==> src/rtl/dm_arbiter.sv <==
// ---------------------------------------------------------------------------
// dm_arbiter
//   Two-master arbiter in front of a single-port data-memory IP (registered
//   read, write-first). Master 0 is the CPU, master 1 the DMA/debug port.
//   A request is granted and issued to memory in the same cycle; the granted
//   master sees a one-cycle rvalid pulse (reads and writes alike) in the
//   following cycle, carrying the memory read data.
//
//   Configuration macro: ARB_ROUND_ROBIN_EN
//     defined   -> ties alternate using a 1-bit last-grant register
//     undefined -> m0 always wins ties (m1 may starve)
//
// Ports
//   clk, reset                 clock, synchronous active-high reset
//   mX_req/be/addr/wdata       requester X access (be == 0 means read)
//   mX_gnt                     request X issued this cycle
//   mX_rvalid/rdata            completion pulse and read data for X
//   mem_we/addr/din, mem_dout  data-memory port (wea/addra/dina/douta)
//   wait_cnt                   saturating count of cycles with both requests
// ---------------------------------------------------------------------------
module dm_arbiter #(
    parameter int ADDR_W = 11
) (
    input  logic              clk,
    input  logic              reset,
    input  logic              m0_req,
    input  logic [3:0]        m0_be,
    input  logic [ADDR_W-1:0] m0_addr,
    input  logic [31:0]       m0_wdata,
    output logic              m0_gnt,
    output logic              m0_rvalid,
    output logic [31:0]       m0_rdata,
    input  logic              m1_req,
    input  logic [3:0]        m1_be,
    input  logic [ADDR_W-1:0] m1_addr,
    input  logic [31:0]       m1_wdata,
    output logic              m1_gnt,
    output logic              m1_rvalid,
    output logic [31:0]       m1_rdata,
    output logic [3:0]        mem_we,
    output logic [ADDR_W-1:0] mem_addr,
    output logic [31:0]       mem_din,
    input  logic [31:0]       mem_dout,
    output logic [15:0]       wait_cnt
);

    logic              busy_q,  busy_d;
    logic              owner_q, owner_d;     // 1 = m1 owns the pending completion
    logic [ADDR_W-1:0] addr_q,  addr_d;
    logic [31:0]       din_q,   din_d;
    logic [15:0]       wait_q,  wait_d;
    logic              any_gnt;
    logic              sel_m1;

`ifdef ARB_ROUND_ROBIN_EN
    logic              last_q,  last_d;      // 1 = m1 was granted last
`endif

    // Grant selection. Nothing is granted while reset is high.
    always_comb begin
        any_gnt = 1'b0;
        sel_m1  = 1'b0;
        if (!reset) begin
            if (m0_req && m1_req) begin
                any_gnt = 1'b1;
`ifdef ARB_ROUND_ROBIN_EN
                sel_m1  = ~last_q;
`else
                sel_m1  = 1'b0;
`endif
            end else if (m0_req) begin
                any_gnt = 1'b1;
            end else if (m1_req) begin
                any_gnt = 1'b1;
                sel_m1  = 1'b1;
            end
        end
    end

    // Memory port drive; address and data hold their last driven value
    // when idle so the memory sees a stable bus.
    always_comb begin
        mem_we   = 4'b0000;
        mem_addr = addr_q;
        mem_din  = din_q;
        if (any_gnt) begin
            mem_we   = sel_m1 ? m1_be    : m0_be;
            mem_addr = sel_m1 ? m1_addr  : m0_addr;
            mem_din  = sel_m1 ? m1_wdata : m0_wdata;
        end
    end

    always_comb begin
        addr_d  = mem_addr;
        din_d   = mem_din;
        busy_d  = any_gnt;
        owner_d = any_gnt ? sel_m1 : owner_q;
        wait_d  = wait_q;
        if (m0_req && m1_req && (wait_q != 16'hFFFF)) begin
            wait_d = wait_q + 16'd1;
        end
`ifdef ARB_ROUND_ROBIN_EN
        last_d  = any_gnt ? sel_m1 : last_q;
`endif
    end

    always_ff @(posedge clk) begin
        if (reset) begin
            busy_q  <= 1'b0;
            owner_q <= 1'b0;
            addr_q  <= '0;
            din_q   <= '0;
            wait_q  <= '0;
`ifdef ARB_ROUND_ROBIN_EN
            last_q  <= 1'b1;
`endif
        end else begin
            busy_q  <= busy_d;
            owner_q <= owner_d;
            addr_q  <= addr_d;
            din_q   <= din_d;
            wait_q  <= wait_d;
`ifdef ARB_ROUND_ROBIN_EN
            last_q  <= last_d;
`endif
        end
    end

    // A reset arriving in the completion cycle drops that completion.
    always_comb begin
        m0_gnt    = any_gnt & ~sel_m1;
        m1_gnt    = any_gnt &  sel_m1;
        m0_rvalid = busy_q & ~owner_q & ~reset;
        m1_rvalid = busy_q &  owner_q & ~reset;
        m0_rdata  = m0_rvalid ? mem_dout : 32'd0;
        m1_rdata  = m1_rvalid ? mem_dout : 32'd0;
        wait_cnt  = wait_q;
    end

endmodule

==> config.mk <==
export PLATFORM = sky130hd
export DESIGN_NAME = dm_arbiter
export DESIGN_NICKNAME = d
export VERILOG_FILES = /design/src/rtl/dm_arbiter.sv
export SDC_FILE = /design/constraint.sdc
export NUM_CORES = 1
export LEC_CHECK = 0
export BUFFER_PORTS_ARGS = -buffer_cell sky130_fd_sc_hd__buf_4
export CORE_AREA = 2 2 103 105
export DETAILED_ROUTE_END_ITERATION = 6
export DIE_AREA = 0 0 105 107
export GPL_ROUTABILITY_DRIVEN = 1
export PLACE_DENSITY = 0.68
export SLEW_MARGIN = 20
export SYNTH_ARGS = -nofsm -noshare
export SYNTH_HDL_FRONTEND = slang
export SYNTH_SLANG_ARGS = --single-unit
==> constraint.sdc <==
create_clock -name clk -period 1.95 [get_ports clk]
set_clock_uncertainty 0.15 [all_clocks]
set_input_delay 0.2925 -clock clk [delete_from_list [all_inputs] [get_ports clk]]
set_output_delay 0.2925 -clock clk [all_outputs]
set_load 0.03 [all_outputs]
==> out/results.ini <==
[routing]
detail_route.drc_violations=0
wire_per_inst_um=15.0
count_of_routing_violations_after_the_opening_detailed_route_iteration=256
route.detailed.vias_per_inst=4.98
drt-pass1-iter-count=4
dr_total_vias=4080
final_antenna_net_count=0
routed_wl_um=12300

[floorplan]
die_width_um=105
floorplan_die_height_um=107
std_cell_rows=37
ioPinCount=261
die_area_um2=11200
start_util=0.325
core_area_um2=10100

[sta]
final_max_slew_viol_count=0
final_period_minus_worst_setup_slack_ns=1.89
worst_slew_margin_rel=0.724
setup_slack_ns=0.0635
min_period_over_period=0.967
max_freq_mhz=530
final_setup_violation_count=0
grt_setup_unrepaired=false
finalHoldViolCount=0
final.hold.worst_slack_ns=0.105
tightest_slew_ns=0.414

[power]
combinationalPowerShare=0.301
cellPowerDensity_nw_per_um2=609
netSwitchingFraction=0.311
intPower_w=0.00241
seqPwrFrac=0.383
vdd_drop_max_v=0.000471
leakage_component_of_the_power_nw=2.74
power.total_w=0.00349
power_share_of_the_clock_group=0.316
power_dissipated_by_switching_net_loads_w=0.00109

[cts]
cts.htree.levels=3
tritoncts=done
worst_setup_hold_path_clk_slew_ns=0.07
cts-buffers-inserted=9
cts_hold_bufs=0
numClockSinks=61
clockRootBuffer=clkbuf_8
clockBufferDepth=2
clkLatencyLatePin_ns=0.33

[logic_synthesis]
synth_seq_area_share=0.372
ys_dominant_reg_cell=dfxtp_1
synthesis.nets=553
ys_top_cells_by_count=and2_1 (66), dfxtp_1 (61), a21oi_1 (54)
synth_cell_types=41
synth_area_um2=3280
synth.largest_area_cell=dfxtp_1
async_reset_ff_frac=0
synth_enable_flop_cells=0
synth.ff_latch_count=61
post_synth_top_area_share=0.372
synth.top_cells.by_area=dfxtp_1 (37%), and2_1 (13%), a22oi_1 (10%)
yosysMostFrequentCell=and2_1
yosysWarningCount=0
avgSynthCellArea_um2=7.78
synthCells=422

[grt]
grt.overflow.total=0
grt_pass1_wl_um=18800
grt_max_degree=105
number_of_global_route_vias_before_repair=3796
globalRouteTotalUtil=0.208
antenna_found_initial=0

[critical_path]
critPathLaunchType=register
critical_path_required_ns=1.51
rr_endpoint=wait_cnt[0]
setup.reg_to_reg.worst_slack_ns=0.16
worst_r2r_path_depth=4
worstPathMaxFanout=17
critPathKind=reg -> out
endpoint_kind=primary output
r2r_start=wait_cnt[13]
cp_data_arrival_time_ns=1.44

[finish]
growth_of_design_area_from_synthesis_to_finish_pct=74.7
antenna_cells=0
final_design_area_no_fill_um2=5740
drive_gt1_frac=0.459
fin_nets=810

[placement]
place_hpwl_um=9580
gpl.final_weighted_congestion=0.851
numPortBuffers=260
detailedPlace.worstSlack_ns=0.102
detailed_place.area_um2=5480

[worst_hold_path]
hold-path-endpoint=din_q[1]
hold_path.class=in -> reg
timing.hold.worst_path_depth=3
hold_path_start=m1_wdata[1]

[flow_run]
drv.max_cap_violation_count=0

[status]
outcome=completed

==> per-layer routing <==
layer	part of all wire	vias up	global-route usage	routed length (um)
li1	-	2038	-	-
met1	0.36	1853	0.208	4370
met2	0.54	173	0.397	6640
met3	0.080	16	0.0693	977
met4	0.023	0	0.0752	285
met5	0	-	0	0
==> cell usage in the layout (no fill, tap or decap), types with 2 or more instances in the layout <==
| cell | Yosys | routed |
|---|---|---|
| or3_1 | 2 | 2 |
| nor3_1 | 3 | 3 |
| a21oi_1 | 54 | 54 |
| buf_6 | 1 | 4 |
| nand4_1 | 4 | 4 |
| o21ai_0 | 47 | 8 |
| clkinv_2 | 0 | 2 |
| nor2b_1 | 3 | 2 |
| nand2_1 | 53 | 53 |
| o31ai_1 | 5 | 5 |
| a22o_2 | 0 | 2 |
| inv_1 | 3 | 3 |
| dfxtp_2 | 0 | 4 |
| o21ai_1 | 1 | 39 |
| buf_4 | 0 | 271 |
| clkbuf_1 | 29 | 2 |
| a22oi_1 | 44 | 44 |
| buf_12 | 0 | 4 |
| and3_1 | 3 | 2 |
| nand3_1 | 4 | 4 |
| or4_1 | 5 | 5 |
| or3_2 | 2 | 2 |
| clkbuf_8 | 0 | 10 |
| and2_1 | 66 | 65 |
| and4_1 | 2 | 2 |
| dfxtp_1 | 61 | 57 |
| nor2_1 | 7 | 6 |
==> area by class of cell <==
cell class / instances / area, um2
repair buffers: 280 / 2180
well taps: 136 / 170
fillers: 946 / 4360
clock buffers: 12 / 145
inverters: 3 / 11.3
flip-flops and latches: 61 / 1230
clock inverters: 4 / 47.5
multi-input cells: 324 / 1950
==> how the worst max path moves through the flow <==
stage	startpoint	end	slack (ns)	depth (start not counted)
finish	owner_q	m0_rdata[19]	0.06	5
floorplan	m1_req	mem_we[0]	-0.03	6
global route	busy_q	m0_rdata[19]	0.0004	5
CTS	owner_q	m0_rdata[7]	0.01	4
global placement	m1_req	mem_din[31]	0.14	6
detailed placement	m1_req	mem_din[31]	0.10	6
==> flip-flops by register name, summed over array words and instances (netlist names) <==
signal and count:
busy_q 1, owner_q 1, addr_q 11, wait_cnt 16, din_q 32
==> power groups by stage <==
stage          Clock (W)  Sequential [W]  Combinational (W)
3_5_place_dp           0         0.00137            0.00104
2_1_floorplan          0         0.00137           0.000539
6_report         0.00110         0.00134            0.00105
4_1_cts          0.00114         0.00134            0.00105
3_3_place_gp           0         0.00136            0.00103
5_1_grt          0.00121         0.00135            0.00113
==> worst max-delay path, cell delays in order (launching register included) <==
cell and delay (ns):
dfxtp_1 0.35, nor3b_4 0.19, buf_6 0.15, buf_12 0.13, and2_1 0.17, buf_6 0.14
==> metrics by stage <==
step,setup TNS (ns),util,std cells
CTS,0,0.563,818
floorplan,-0.0256,-,422
global placement,0,0.543,802
global route,0,0.568,820
finish,0,0.568,820
detailed placement,0,0.543,802
==> cells by family after synthesis <==
group | Yosys count | share of synthesized area
simple gates | 160 | 0.273
compound gates | 159 | 0.289
flops | 61 | 0.372
buf+inv | 37 | 0.0484
mux | 3 | 0.0110
xor+xnor | 1 | 0.00267
fa+ha+maj | 1 | 0.00381
==> what timing repair did <==
action	CTS	global route
setup buffers	0	1
resized for setup	1	6
endpoints found under the hold margin	0	0
gates cloned	0	1
endpoints found under the setup margin	1	38
pin swaps	1	0
No activity file was read; power rests on OpenSTA's default activity.
